==> src/rtl/led_seq_pkg.sv <==
// Shared definitions for the Avalon-MM LED sequencer: register map, CTRL
// field positions, step modes, FSM states and the per-tick LED step function.
package led_seq_pkg;

  localparam logic [1:0] ADDR_CTRL    = 2'd0;
  localparam logic [1:0] ADDR_PATTERN = 2'd1;
  localparam logic [1:0] ADDR_PERIOD  = 2'd2;
  localparam logic [1:0] ADDR_STATUS  = 2'd3;

  localparam int CTRL_EN_BIT  = 0;
  localparam int CTRL_SEL_LSB = 1;
  localparam int CTRL_SEL_MSB = 2;
  localparam int CTRL_EXT_BIT = 3;
  localparam int CTRL_W       = 4;

  typedef enum logic [1:0] {
    SEL_STATIC = 2'b00,
    SEL_ROL    = 2'b01,
    SEL_ROR    = 2'b10,
    SEL_BLINK  = 2'b11
  } sel_mode_e;

  typedef enum logic {
    ST_IDLE = 1'b0,
    ST_RUN  = 1'b1
  } state_e;

  // Blink alternates between the pattern and dark; any non-dark value goes dark first.
  function automatic logic [7:0] step_led(input sel_mode_e m, input logic [7:0] cur,
                                          input logic [7:0] pat);
    logic [7:0] nxt;
    nxt = cur;
    case (m)
      SEL_STATIC: nxt = cur;
      SEL_ROL:    nxt = {cur[6:0], cur[7]};
      SEL_ROR:    nxt = {cur[0], cur[7:1]};
      SEL_BLINK:  nxt = (cur != 8'h00) ? 8'h00 : pat;
      default:    nxt = cur;
    endcase
    return nxt;
  endfunction

endpackage

==> src/rtl/led_seq_sync.sv <==
// Multi-stage flip-flop synchroniser for a slow asynchronous bus (board switches).
module led_seq_sync #(
  parameter int STAGES = 2,
  parameter int W      = 2
) (
  input  logic         clk,
  input  logic         reset_n,
  input  logic [W-1:0] async_i,
  output logic [W-1:0] sync_o
);

  logic [W-1:0] stage_q [STAGES];

  always_ff @(posedge clk or negedge reset_n) begin
    if (!reset_n) begin
      for (int i = 0; i < STAGES; i++) stage_q[i] <= '0;
    end else begin
      stage_q[0] <= async_i;
      for (int i = 1; i < STAGES; i++) stage_q[i] <= stage_q[i-1];
    end
  end

  assign sync_o = stage_q[STAGES-1];

endmodule

==> src/rtl/avmm_led_sequencer.sv <==
// Avalon-MM controlled LED sequencer: register file, IDLE/RUN FSM, step
// prescaler and LED shift register; the mode switches go through led_seq_sync.
module avmm_led_sequencer
  import led_seq_pkg::*;
#(
  parameter logic [23:0] DEFAULT_PERIOD = 24'd12_500_000,
  parameter int          SYNC_STAGES    = 2
) (
  input  logic        clk,
  input  logic        reset_n,
  input  logic [1:0]  avs_address,
  input  logic        avs_read,
  input  logic        avs_write,
  input  logic [31:0] avs_writedata,
  output logic [31:0] avs_readdata,
  input  logic [1:0]  mode,
  output logic [7:0]  q
);

  // Bus handshake: no waitrequest; a write strobe is accepted on the edge it is
  // seen, and a read strobe in cycle N returns data in cycle N+1 (0 otherwise).

  logic [CTRL_W-1:0] ctrl_q,    ctrl_d;
  logic [7:0]        pattern_q, pattern_d;
  logic [23:0]       period_q,  period_d;
  logic [7:0]        steps_q,   steps_d;
  logic [23:0]       presc_q,   presc_d;
  logic [7:0]        led_q,     led_d;
  logic [31:0]       rdata_q,   rdata_d;
  state_e            state_q,   state_d;

  logic [1:0]  mode_sync;
  sel_mode_e   eff_mode;
  logic [23:0] presc_max;
  logic        tick, tick_eff, run;
  logic        wr_ctrl, wr_pattern, wr_period, wr_status;
  logic [31:0] status_word;
  logic        unused_wdata;

  led_seq_sync #(
    .STAGES (SYNC_STAGES),
    .W      (2)
  ) u_sync (
    .clk     (clk),
    .reset_n (reset_n),
    .async_i (mode),
    .sync_o  (mode_sync)
  );

  assign wr_ctrl    = avs_write && (avs_address == ADDR_CTRL);
  assign wr_pattern = avs_write && (avs_address == ADDR_PATTERN);
  assign wr_period  = avs_write && (avs_address == ADDR_PERIOD);
  assign wr_status  = avs_write && (avs_address == ADDR_STATUS);

  assign run       = (state_q == ST_RUN);
  assign eff_mode  = sel_mode_e'(ctrl_q[CTRL_EXT_BIT] ? mode_sync
                                                      : ctrl_q[CTRL_SEL_MSB:CTRL_SEL_LSB]);
  // PERIOD of 0 is treated as 1, so the prescaler wraps every cycle.
  assign presc_max = (period_q == 24'd0) ? 24'd0 : period_q - 24'd1;
  assign tick      = run && (presc_q == presc_max);
  assign tick_eff  = tick && !wr_pattern;

  assign status_word  = {16'h0000, steps_q, 5'b00000, run, mode_sync};
  assign unused_wdata = ^avs_writedata[31:24];

  always_ff @(posedge clk or negedge reset_n) begin
    if (!reset_n) state_q <= ST_IDLE;
    else          state_q <= state_d;
  end

  always_comb begin
    state_d = state_q;
    case (state_q)
      ST_IDLE: if (ctrl_q[CTRL_EN_BIT])  state_d = ST_RUN;
      ST_RUN:  if (!ctrl_q[CTRL_EN_BIT]) state_d = ST_IDLE;
      default: state_d = ST_IDLE;
    endcase
  end

  always_comb begin
    ctrl_d    = ctrl_q;
    pattern_d = pattern_q;
    period_d  = period_q;
    steps_d   = steps_q;
    presc_d   = presc_q;
    led_d     = led_q;
    rdata_d   = 32'h0;

    if (wr_ctrl)    ctrl_d    = avs_writedata[CTRL_W-1:0];
    if (wr_pattern) pattern_d = avs_writedata[7:0];
    if (wr_period)  period_d  = avs_writedata[23:0];

    if (!run || tick || wr_pattern || wr_period) presc_d = 24'd0;
    else                                         presc_d = presc_q + 24'd1;

    // A pattern write always wins over a coincident tick.
    if (wr_pattern)  led_d = avs_writedata[7:0];
    else if (!run)   led_d = pattern_q;
    else if (tick)   led_d = step_led(eff_mode, led_q, pattern_q);

    if (wr_status)     steps_d = 8'd0;
    else if (tick_eff) steps_d = steps_q + 8'd1;

    if (avs_read) begin
      case (avs_address)
        ADDR_CTRL:    rdata_d = {{(32-CTRL_W){1'b0}}, ctrl_q};
        ADDR_PATTERN: rdata_d = {24'h000000, pattern_q};
        ADDR_PERIOD:  rdata_d = {8'h00, period_q};
        ADDR_STATUS:  rdata_d = status_word;
        default:      rdata_d = 32'h0;
      endcase
    end
  end

  always_ff @(posedge clk or negedge reset_n) begin
    if (!reset_n) begin
      ctrl_q    <= '0;
      pattern_q <= 8'h01;
      period_q  <= DEFAULT_PERIOD;
      steps_q   <= 8'd0;
      presc_q   <= 24'd0;
      led_q     <= 8'h01;
      rdata_q   <= 32'h0;
    end else begin
      ctrl_q    <= ctrl_d;
      pattern_q <= pattern_d;
      period_q  <= period_d;
      steps_q   <= steps_d;
      presc_q   <= presc_d;
      led_q     <= led_d;
      rdata_q   <= rdata_d;
    end
  end

  assign avs_readdata = rdata_q;
  assign q            = led_q;

endmodule

==> config.mk <==
export PLATFORM = sky130hd
export DESIGN_NAME = avmm_led_sequencer
export DESIGN_NICKNAME = d
export VERILOG_FILES = /design/src/rtl/led_seq_pkg.sv /design/src/rtl/led_seq_sync.sv /design/src/rtl/avmm_led_sequencer.sv
export SDC_FILE = /design/constraint.sdc
export NUM_CORES = 1
export LEC_CHECK = 0
export CAP_MARGIN = 20
export CORE_ASPECT_RATIO = 1.1
export CORE_MARGIN = 5
export CORE_UTILIZATION = 50
export DETAILED_ROUTE_END_ITERATION = 7
export PLACE_DENSITY = 0.77
export SYNTH_ARGS = -nofsm -noshare
export SYNTH_HDL_FRONTEND = slang
export SYNTH_HIERARCHICAL = 1
export SYNTH_SLANG_ARGS = --single-unit
==> constraint.sdc <==
create_clock -name clk -period 3.28 [get_ports clk]
set_clock_uncertainty 0.15 [all_clocks]
set_input_delay 0.656 -clock clk [delete_from_list [all_inputs] [get_ports clk]]
set_output_delay 0.656 -clock clk [all_outputs]
set_load 0.1 [all_outputs]
# Word level (Yosys, flattened, before mapping)
# Index checks and enable logic that the tools add are counted.
[classes] mux=13 addsub=3 reduce_logical=17 eq_ne=9
[ops] cell="32-bit case mux with 4 select lines" n=1
[ops] cell="24-bit two-way mux" n=2
[ops] cell="8-bit two-way mux" n=6
[ops] cell="32-bit two-way mux" n=1
[ops] cell="24-bit by 1-bit adder with 24-bit output (second input constant)" n=1
[ops] cell="24-bit == test" n=1
[ops] cell="24-bit zero test" n=1
[ops] cell="8-bit case mux with 3 select lines" n=1
[ops] cell="24-bit by 1-bit subtractor with 24-bit output (second input constant)" n=1
[ops] cell="8-bit by 1-bit adder with 8-bit output (second input constant)" n=1
[ops] cell="2-bit == test (second input constant)" n=4
[ops] cell="8-bit nonzero test" n=1
[ops] cell="1-bit logical AND" n=6
[ops] cell="2-bit by 1-bit == test with 1-bit output (second input constant)" n=2
[ops] cell="2-bit zero test" n=2
[ops] cell="1-bit logical OR" n=3
[ops] cell="3-bit by 1-bit != test with 1-bit output (second input constant)" n=1
[ops] cell="3-bit != test (second input constant)" n=1
[ops] cell="1-bit zero test" n=2
[ops] cell="2-bit two-way mux" n=1
[ops] cell="2-bit AND reduction" n=1
[ops] cell="2-bit nonzero test" n=1
[ops] cell="1-bit two-way mux" n=1
[word_totals] ff_bits=113 out_inout_bits=40 word_cells=52 in_bits=40

# Longest topological paths before layout
# Gate-level depths: netlist of run 1.
[logic_depth] word_depth=8 mapped_depth=14

# Cells and area by module
# Netlist of run 1, hierarchy kept.
[modules_own_cells] module="avmm_led_sequencer" cells_each=597 seq_area_each_um2=2544.9 instances=1 area_each_um2=5880.6
[modules_own_cells] module="led_seq_sync" cells_each=6 seq_area_each_um2=100.1 instances=1 area_each_um2=115.1

# Least setup slack after synthesis of run 1
# Ideal clock, no wire load.
[synth_path] path_kind="reg-to-reg" startpoint="register period_q[2]" endpoint="register steps_q[4]" arrival_time_ns=3.320 setup_time_ns=0.078 synth_period_minus_slack_ns=3.547 slack_ns=-0.267 path_stages_with_launch=13 cell_sequence="dfrtp_1 buf_6 or4_1 clkbuf_1 nor4_1 xor2_1 mux2_2 o41a_1 a211oi_2 nand3_2 buf_6 or3_1 a21oi_1"
[synth_between] elab_chain_cells=6 word_cells_on_any_way=7 classes_between="add/sub (1); eq/ne (1); mux (1); reduce/logical (4)"
[synth_rtl] element="start: declaration" line="avmm_led_sequencer.sv:25" rtl="logic [23:0] period_q, period_d;"
[synth_rtl] element="start signal: assignment" line="avmm_led_sequencer.sv:127" rtl="period_q <= period_d;"
[synth_rtl] element="24-bit by 1-bit subtractor with 24-bit output / 24-bit zero test (equally long branches)" line="avmm_led_sequencer.sv:59" rtl="assign presc_max = (period_q == 24'd0) ? 24'd0 : period_q - 24'd1;"
[synth_rtl] element="24-bit two-way mux *" line="avmm_led_sequencer.sv:59"
[synth_rtl] element="24-bit == test *" line="avmm_led_sequencer.sv:60" rtl="assign tick = run && (presc_q == presc_max);"
[synth_rtl] element="1-bit logical AND *" line="avmm_led_sequencer.sv:60"
[synth_rtl] element="1-bit logical AND *" line="avmm_led_sequencer.sv:61" rtl="assign tick_eff = tick && !wr_pattern;"
[synth_rtl] element="2-bit nonzero test (no line) *"
[synth_rtl] element="end signal: assignment" line="avmm_led_sequencer.sv:128" rtl="steps_q <= steps_d;"
[synth_rtl] element="end: declaration" line="avmm_led_sequencer.sv:26" rtl="logic [7:0] steps_q, steps_d;"
# Mark *: on every way between the ends. The rest lies on a longest branch, timed or not.
# A chain may end at the register's enable or synchronous reset.

# Final worst setup path of run 1
[layout_path] startpoint="register period_q[0]" endpoint="register led_q[2], in the netlist q[2]"
[layout_between] elab_chain_cells=6 word_cells_on_any_way=7 classes_between="add/sub (1); eq/ne (2); mux (1); reduce/logical (3)"
[layout_rtl] element="24-bit by 1-bit subtractor with 24-bit output / 24-bit zero test (equally long branches)" line="avmm_led_sequencer.sv:59"
[layout_rtl] element="24-bit two-way mux *" line="avmm_led_sequencer.sv:59"
[layout_rtl] element="24-bit == test *" line="avmm_led_sequencer.sv:60"
[layout_rtl] element="1-bit logical AND *" line="avmm_led_sequencer.sv:60"
[layout_rtl] element="3-bit by 1-bit != test with 1-bit output (no line) *"
[layout_rtl] element="2-bit AND reduction (no line) *"
[layout_rtl] element="end signal: assignment" line="avmm_led_sequencer.sv:130" rtl="led_q <= led_d;"
[layout_rtl] element="end: declaration" line="avmm_led_sequencer.sv:28" rtl="logic [7:0] led_q, led_d;"
# Marked as above.

==> results of run 1 <==
routing by layer:
metal / up-vias / global-route usage [%] / share of wire (%)
li1: 2421 / - / -
met1: 2507 / 28.32 / 39
met2: 180 / 38.95 / 52
met3: 32 / 2.818 / 5.6
met4: 0 / 9.923 / 3.1
met5: - / 0 / 0
power by group:
part	total, µW	internal (µW)	switching (µW)	leakage (µW)
clock network	1040	530	514	0.000136
logic	1670	625	1050	0.00196
registers	1630	1470	153	0.00134
total	4340	2630	1710	0.00343
placed cells by master (no fill, tap or decap), types with 3 or more instances in the layout:
| cell | count |
|---|---|
| dfstp_2 | 14 |
| mux4_2 | 3 |
| xor2_1 | 23 |
| or4_4 | 3 |
| mux2i_1 | 12 |
| a21oi_1 | 7 |
| inv_1 | 9 |
| nand4b_1 | 3 |
| nor2b_1 | 9 |
| nor3_1 | 13 |
| a21oi_2 | 4 |
| or3_1 | 6 |
| nor4_1 | 8 |
| buf_12 | 3 |
| o21ai_1 | 6 |
| nand2b_1 | 3 |
| nor2_1 | 59 |
| nand3_1 | 29 |
| mux2_2 | 28 |
| o21ai_0 | 12 |
| or4_1 | 7 |
| and3_1 | 9 |
| clkdlybuf4s50_1 | 30 |
| conb_1 | 8 |
| buf_6 | 8 |
| dfrtp_1 | 90 |
| mux2_4 | 8 |
| and2_1 | 14 |
| nor3b_1 | 5 |
| nor4_4 | 4 |
| buf_4 | 118 |
| nand3b_1 | 3 |
| nand4_1 | 8 |
| nand2_1 | 58 |
| a22oi_1 | 12 |
| clkbuf_16 | 9 |
| xnor2_1 | 21 |
final timing paths:
check / startpoint / end / slack [ns] / cells past startpoint
max reg2reg: period_q[0] / q[2] / -0.24 / 13
max: period_q[0] / q[2] / -0.24 / 13
min: reset_n / period_q[16] / 0.19 / 1
max in group asynchronous: reset_n / pattern_q[0] / 2.03 / 2
min in group clk: u_sync/stage_q[3] / u_sync/sync_o[1] / 0.20 / 0
min reg2reg: u_sync/stage_q[3] / u_sync/sync_o[1] / 0.20 / 0
registers in the layout (all words and copies together), names as in the netlist:
name	flops
presc_q	24
u_sync/stage_q	2
q	8
pattern_q	8
period_q	24
steps_q	8
ctrl_q	4
avs_readdata	24
u_sync/sync_o	2
run	1
cell usage after synthesis (all sizes together) (3+ instances only):
library cell,number
clkbuf,23
nand3b,3
nand2b,3
nor3b,6
nand2,60
nor2b,9
nor2,61
mux4,3
ha,3
xnor2,22
nor4,13
a22oi,12
mux2,36
and2,15
nand4b,3
mux2i,12
nor4b,4
a21oi,11
o311ai,3
dfrtp,91
and3,10
dfstp,14
or3,7
xor2,23
nand3,31
o21ai,20
buf,20
or4,10
inv,9
nand4,9
nor3,15
critical path, cell delays in order (launching register included):
cell	delay [ns]
dfrtp_1	0.40
inv_1	0.07
ha_2	0.16
or3b_4	0.41
buf_6	0.14
or3_1	0.37
a221o_1	0.35
nand3_1	0.12
o311ai_4	0.12
nor4b_4	0.28
buf_6	0.17
nand4_1	0.17
nand3_4	0.20
mux2_4	0.32
timing repair:
action,CTS,global route
hold buffers,0,0
cloned,1,0
setup buffers,14,1
gates resized for setup,27,30
setup endpoints to repair,40,40
pin swaps,20,12
cell families after synthesis:
logic type	after synthesis	synth area share (%)
and+or+nand+nor	271	25.15
adders and majority gates	3	0.6261
buffers and inverters	52	4.341
xor gates and xnor gates	47	7.325
DFF	105	44.12
muxes	51	9.892
other	1	0.06254
AOI/OAI and AO/OA	73	8.494
final cells by class:
class,count,area (µm²)
clock buffers,9,225.2
clock inverters,7,60.06
fillers,922,4045
inverters,9,33.78
multi-input cells,454,3337
flip-flops and latches,105,2646
well taps,154,192.7
repair buffers,159,1336
per-stage QoR:
step / setup slack (ns) / setup TNS (ns) / instances
finish: -0.2362 / -3.694 / 897
global route: -0.3477 / -8.197 / 897
CTS: -0.2352 / -3.097 / 896
detailed placement: -0.3337 / -3.511 / 865
global placement: -0.2431 / -2.741 / 865
floorplan: -0.1863 / -1.338 / 610
==> flow_summary.json, run 1 <==
{
  "status": "finished, violations left",
  "violations": "negative setup slack",
  "required_ns": 3.37,
  "critPathLaunchType": "flip-flop",
  "vdd_drop_max_mv": 1.087,
  "antenna-diode-count": 0,
  "grtUsageTotal_pct": 22.70,
  "grt.overflow.total": 0,
  "synthTopCellsByArea": "dfrtp_1 (38%), dfstp_2 (6.1%), mux2_2 (6.0%)",
  "ios": 80,
  "hold_path.class": "in2async",
  "dpl.hpwl_um": 11550,
  "drt-pass1-iter-count": 5,
  "wl_per_cell_um": 18.07,
  "arrival_ns": 3.61,
  "initial_core_util_pct": 50.48,
  "critPathKind": "reg2reg",
  "syn-instance-count": 603,
  "relSlewSlack_pct": 51.29,
  "die_x_um": 114.4,
  "drc": 0,
  "core_region_area_um2": 11880,
  "place.port_buffers": 63,
  "ys_types": 75,
  "via_count": 5140,
  "maxCapViolCount": 0,
  "cts_made_buffers": 9,
  "avgViaCountPerCell": 5.730,
  "leakagePower_uw": 0.003434,
  "clk_pin_slew_ns": 0.07,
  "die_y_um": 124.9,
  "dieArea_um2": 14280,
  "grt_pass1_vias": 5181,
  "finalSetupViolCount": 40,
  "gp_congestion": 0.8979,
  "clock_latency_ns": 0.36,
  "layout_min_cycle_time_ns": 3.516,
  "max_clock_freq_mhz": 284.4,
  "synth_top_cell_by_area": "dfrtp_1",
  "placed_area_um2": 7194,
  "worstMarginPinSlew_ns": 0.7280,
  "ys_ff_latch": 105,
  "rsz0062_at_grt": "true",
  "timing.final.crit_share_pct": 107.2,
  "grt_max_degree": 56,
  "synth-edff-count": 0,
  "synth_top_flop_cell": "dfrtp_1",
  "drtAntennaViolNets": 0,
  "async_flop_share_pct": 100.0,
  "cp_max_fo": 8,
  "fin_area_um2": 7831,
  "finalHoldViolations": 0,
  "cp-end-kind": "flip-flop",
  "ys_seq_area_share_pct": 44.12,
  "root_buffer": "clkbuf_16",
  "clock_sinks": 105,
  "cts_tree": "done",
  "synth_top_area_share_pct": 37.98,
  "rows": 42,
  "syn2layout_area_growth_pct": 30.61,
  "h-tree-depth": 3,
  "synth.avg_cell_area_um2": 9.943,
  "finalWorstSetupSlack_ns": -0.2362,
  "powerDensity_nw_per_um2": 554.4,
  "first_iter_violations": 395,
  "total_power_uw": 4341,
  "grt_antenna_before_repair": 0,
  "wl_um": 16210,
  "drv_slew": 0,
  "fin_util_pct": 65.94,
  "yosys_warnings": 6,
  "fin_nets": 781,
  "drive_gt1_share_pct": 32.30,
  "cts.path.max_buffers": 2,
  "grt_pass1_wl_um": 26050,
  "whs_ns": 0.1926,
  "netlist_area_um2": 5996
}
(Power assumes the default switching activity.)
==> inputs of run 2 (changes only) <==
CORE_UTILIZATION = 55   (was 50)
DONT_BUFFER_PORTS = 1   (was unset)
PLACE_DENSITY = 0.74   (was 0.77)
==> flow_summary.json, run 2 (same netlist as run 1, synthesis figures left out) <==
{
  "ios": 80,
  "wl_per_cell_um": 20.19,
  "syn2layout_area_growth_pct": 27.67,
  "combPwrFrac_pct": 36.2,
  "relSlewSlack_pct": 40.34,
  "avgViaCountPerCell": 6.135,
  "cp-end-kind": "flip-flop",
  "rsz0062_at_grt": "true",
  "r2r_setup_slack_ns": -0.29,
  "cp_max_fo": 2,
  "vdd_drop_max_mv": 0.5275,
  "cts_made_buffers": 9,
  "cts.path.max_buffers": 2,
  "place.port_buffers": 0,
  "drive_gt1_share_pct": 36.49,
  "cts_tree": "done",
  "clkPwrFrac_pct": 23.8,
  "switching_power_uw": 1735,
  "sw_frac_of_total_pct": 39.45,
  "fin_area_um2": 7655,
  "dpl.hpwl_um": 11330,
  "via_count": 5172,
  "clock_sinks": 105,
  "status": "finished, violations left",
  "root_buffer": "clkbuf_16",
  "final_common_cell": "buf_4",
  "worstReg2RegEnd": "steps_q[0]",
  "final_cell_mix": "buf_4 (94), dfrtp_1 (90), nand2_1 (60)",
  "placed_area_um2": 6655,
  "grt_max_degree": 97,
  "worstMarginPinSlew_ns": 0.8954,
  "power.internal_uw": 2662,
  "layout_min_cycle_time_ns": 3.567,
  "clk_pin_slew_ns": 0.08,
  "worstReg2RegStart": "period_q[0]",
  "drv_slew": 0,
  "first_iter_violations": 379,
  "timing.final.crit_share_pct": 108.7,
  "fin_nets": 734,
  "arrival_ns": 3.64,
  "gp_congestion": 0.8798,
  "max_clock_freq_mhz": 280.4,
  "h-tree-depth": 3,
  "critPathLaunchType": "flip-flop",
  "drt-pass1-iter-count": 5,
  "grtUsageTotal_pct": 25.39,
  "antenna-diode-count": 0,
  "finalSetupViolCount": 40,
  "whs_ns": 0.08238,
  "n_fill_cell": 798,
  "critPathKind": "reg2reg",
  "hold_path.class": "in2async",
  "leakagePower_uw": 0.003238,
  "dieArea_um2": 13090,
  "core_region_area_um2": 10810,
  "powerDensity_nw_per_um2": 574.4,
  "fin_tns_setup_ns": -7.643,
  "grt.overflow.total": 0,
  "maxCapViolCount": 0,
  "rows": 40,
  "die_x_um": 109.6,
  "grt_pass1_wl_um": 25960,
  "clock_latency_ns": 0.35,
  "grt_pass1_vias": 5129,
  "drc": 0,
  "die_y_um": 119.5,
  "wl_um": 17020,
  "finalWorstSetupSlack_ns": -0.2866,
  "reg2reg_depth": 12,
  "grt_antenna_before_repair": 0,
  "finalHoldViolations": 0,
  "initial_core_util_pct": 55.46,
  "pwr-share-seq_pct": 40.0,
  "violations": "negative setup slack",
  "drtAntennaViolNets": 0,
  "required_ns": 3.36
}
==> run 2: cell types whose count changed in the layout (fill, tap and decap cells not counted), moves of 3 or more <==
cell	previous run	this run
o21ai_2	2	5
or3_1	6	3
buf_6	8	11
nor2_1	59	40
nor2_4	0	18
or3_4	1	4
buf_4	118	94
clkdlybuf4s50_1	30	0
o21ai_0	12	9
==> run 2: timing repair <==
action | in CTS | in global routing
hold buffers | 2 | 0
endpoints found under the setup margin | 40 | 40
buffers inserted | 14 | 9
resized for setup | 31 | 79
pin swaps | 17 | 39
hold endpoints to repair | 96 | 0
gates cloned | 1 | 3
==> run 2: final cells by class <==
| class | instances | area (µm²) | share of cell area (%) |
|---|---|---|---|
| inverters | 9 | 33.78 | 0.4413 |
| clock buffers | 11 | 252.7 | 3.302 |
| multi-input cells | 454 | 3521 | 46.00 |
| well taps | 147 | 183.9 | 2.403 |
| clock inverters | 5 | 40.04 | 0.5230 |
| flip-flops and latches | 105 | 2646 | 34.57 |
| repair buffers | 112 | 977.2 | 12.77 |
==> run 2: per-stage QoR <==
| step | std cells | util (%) | power [µW] | worst slack [ns] |
|---|---|---|---|---|
| detailed placement | 799 | 61.56 | 3103 | -0.4098 |
| floorplan | 610 | - | 2693 | -0.1863 |
| global route | 843 | 70.81 | 4574 | -0.4275 |
| global placement | 799 | 61.56 | 3065 | -0.4075 |
| CTS | 832 | 66.86 | 4264 | -0.2328 |
| finish | 843 | 70.81 | 4397 | -0.2866 |
==> run 2: power groups by stage <==
stage               registers [µW]  logic [µW]  clock network (µW)
global placement              1770        1300                   0
detailed placement            1780        1330                   0
CTS                           1760        1450                1060
global route                  1780        1680                1110
finish                        1760        1590                1040
floorplan                     2090         608                   0
==> run 2: how the worst max path moves through the flow <==
stage | start | end | slack [ns] | depth (start not counted)
2_1_floorplan | period_q[7] | steps_q[4] | -0.19 | 10
3_3_place_gp | period_q[0] | q[4] | -0.41 | 12
3_5_place_dp | period_q[0] | q[2] | -0.41 | 12
4_1_cts | period_q[1] | steps_q[7] | -0.23 | 12
5_1_grt | period_q[0] | steps_q[2] | -0.43 | 12
6_report | period_q[0] | steps_q[0] | -0.29 | 12
==> run 2: critical path: stages (launching register included) <==
cell and delay [ns]:
dfrtp_1 0.38, buf_4 0.14, or4_4 0.56, nor4_4 0.22, xor2_1 0.28, mux2_2 0.37
o41a_1 0.39, a211oi_4 0.35, buf_4 0.18, buf_6 0.09, and3_4 0.19, xnor2_2 0.11
nor2_1 0.05
==> run 2: routing by layer <==
metal / vias to the layer above / GRT usage (%) / wire length [µm]
met2: 250 / 43.59 / 8889
li1: 2320 / - / -
met5: - / 0 / 0
met3: 47 / 6.025 / 1125
met4: 0 / 10.52 / 578
met1: 2555 / 30.14 / 6428
==> inputs of run 3 (changes only) <==
CORE_MARGIN = unset   (was 5)
==> flow_summary.json, run 3 (same netlist as run 1, synthesis figures left out) <==
{
  "via_count": 4983,
  "dpl.hpwl_um": 11020,
  "ios": 80,
  "powerDensity_nw_per_um2": 580.8,
  "cts_tree": "done",
  "wl_um": 15490,
  "drtAntennaViolNets": 0,
  "dieArea_um2": 11320,
  "n_fill_cell": 775,
  "cts.path.max_buffers": 2,
  "use_met3_pct": 6.152,
  "finalWorstSetupSlack_ns": -0.2208,
  "timing.final.crit_share_pct": 106.7,
  "drt-pass1-iter-count": 6,
  "cp_common_cell": "buf_4",
  "hold_path.class": "in2async",
  "grt_pass1_wl_um": 25810,
  "final_cell_mix": "dfrtp_1 (90), buf_4 (89), nand2_1 (60), nor2_1 (60), mux2_2 (31)",
  "grtUsageTotal_pct": 29.44,
  "critPathKind": "reg2reg",
  "r2r_setup_slack_ns": -0.22,
  "vdd_drop_max_mv": 0.6672,
  "cp-end-kind": "flip-flop",
  "drive_gt1_share_pct": 30.65,
  "die_x_um": 101.6,
  "syn2layout_area_growth_pct": 21.33,
  "drv_slew": 0,
  "leakagePower_uw": 0.003134,
  "grt.overflow.total": 0,
  "crit_path_cell_trace": "inv_1 -> ha_2 -> or3b_4 -> or4_4 -> xnor3_1 -> or4b_4 -> o311a_4 -> a211oi_4 -> buf_6 -> buf_4 -> buf_4 -> and3_4 -> xnor2_2 -> nor2_1",
  "finalHoldViolations": 0,
  "grtUsageMet1_pct": 35.70,
  "h-tree-depth": 3,
  "final_common_cell": "dfrtp_1",
  "clk_pin_slew_ns": 0.08,
  "worstReg2RegEnd": "steps_q[0]",
  "clock_sinks": 105,
  "relSlewSlack_pct": 41.55,
  "clock_latency_ns": 0.36,
  "grt_antenna_before_repair": 0,
  "use_met2_pct": 49.50,
  "place.port_buffers": 0,
  "critPathSlowestCell": "or4b_4",
  "grt_max_degree": 95,
  "busiest_layer": "met2",
  "core_region_area_um2": 10490,
  "arrival_ns": 3.58,
  "finalSetupViolCount": 40,
  "worstMarginPinSlew_ns": 0.8773,
  "cts_made_buffers": 9,
  "grt_pass1_vias": 5116,
  "fin_tns_setup_ns": -5.894,
  "multi_input_comb_area_um2": 3326,
  "rows": 39,
  "worstReg2RegStart": "period_q[0]",
  "layout_min_cycle_time_ns": 3.501,
  "required_ns": 3.36,
  "avgViaCountPerCell": 6.040,
  "crit_buf_inv": 4,
  "critPathLaunchType": "flip-flop",
  "gp_congestion": 0.9358,
  "status": "finished, violations left",
  "reg2reg_depth": 14,
  "fin_nets": 720,
  "total_power_uw": 4225,
  "die_y_um": 111.5,
  "max_clock_freq_mhz": 285.7,
  "initial_core_util_pct": 57.15,
  "wl_per_cell_um": 18.77,
  "antenna-diode-count": 0,
  "root_buffer": "clkbuf_16",
  "register_area_um2": 2646,
  "crit_path_start": "period_q[0]",
  "first_iter_violations": 286,
  "cp_max_fo": 4,
  "critical-path-top-delay-family": "simple AND/OR/NAND/NOR gates",
  "violations": "negative setup slack",
  "cpPeakStageDelay_ns": 0.49,
  "rsz0062_at_grt": "true",
  "maxCapViolCount": 0,
  "drc": 0
}
-- run 3: cell count changes in the layout (fill, tap and decap cells not counted), sizes merged --
cell / before / now
buf: 109 / 97
inv: 9 / 12
clkinv: 2 / 4
clkbuf: 13 / 9
clkinvlp: 3 / 0
-- run 3: cell type report --
cell class | count | area share (%)
Multi-Input combinational cell | 454 | 45.72
Sequential cell | 105 | 36.38
Timing Repair Buffer | 98 | 11.03
Clock buffer | 9 | 3.096
Tap cell | 143 | 2.460
Clock inverter | 7 | 0.8600
Inverter | 9 | 0.4644
-- run 3: power by group --
part / total, µW / switching (µW) / internal (µW)
Sequential: 1750 / 279 / 1470
Combinational: 1430 / 886 / 544
Clock: 1040 / 513 / 531
Total: 4220 / 1680 / 2550
-- run 3: worst reg2reg max path, delay by kind of cell (launching register included) --
| kind | cells | cell delay, ns |
|---|---|---|
| adder cells (fa/ha/maj) | 1 | 0.18 |
| AO/OA/AOI/OAI | 2 | 0.33 |
| buffers and inverters | 4 | 0.43 |
| flip-flops | 1 | 0.41 |
| XOR/XNOR | 2 | 0.30 |
| AND/OR/NAND/NOR | 5 | 1.59 |
-- run 3: worst max-delay path by stage --
stage	endpoint	slack, ns	cells after the start
4_1_cts	steps_q[5]	-0.19	10
3_5_place_dp	steps_q[5]	-0.34	11
5_1_grt	steps_q[0]	-0.31	14
2_1_floorplan	steps_q[4]	-0.19	10
3_3_place_gp	q[4]	-0.30	12
6_report	steps_q[0]	-0.22	14
-- run 3: through the flow --
step	setup slack (ns)	hold WS, ns	instances	cell area, µm²	utilization (%)
6_report	-0.2208	0.05091	825	7274	69.34
2_1_floorplan	-0.1863	0.1812	610	6036	-
5_1_grt	-0.3108	0.07827	825	7274	69.34
4_1_cts	-0.1905	0.08460	821	7156	68.21
3_5_place_dp	-0.3425	0.1871	790	6613	63.03
3_3_place_gp	-0.3033	0.1865	790	6613	63.03
-- run 3: timing repair --
action / in CTS / in global routing
hold buffers: 2 / 0
hold endpoints to repair: 94 / 0
resized for setup: 28 / 18
endpoints found under the setup margin: 40 / 40
gates cloned: 1 / 0
setup buffers: 12 / 4
pin swaps: 15 / 10
-- run 3: metal layers --
layer | vias to the layer above | routed length, µm
li1 | 2281 | -
met1 | 2463 | 6085
met2 | 188 | 7910
met3 | 51 | 906
met4 | 0 | 585
met5 | - | 0
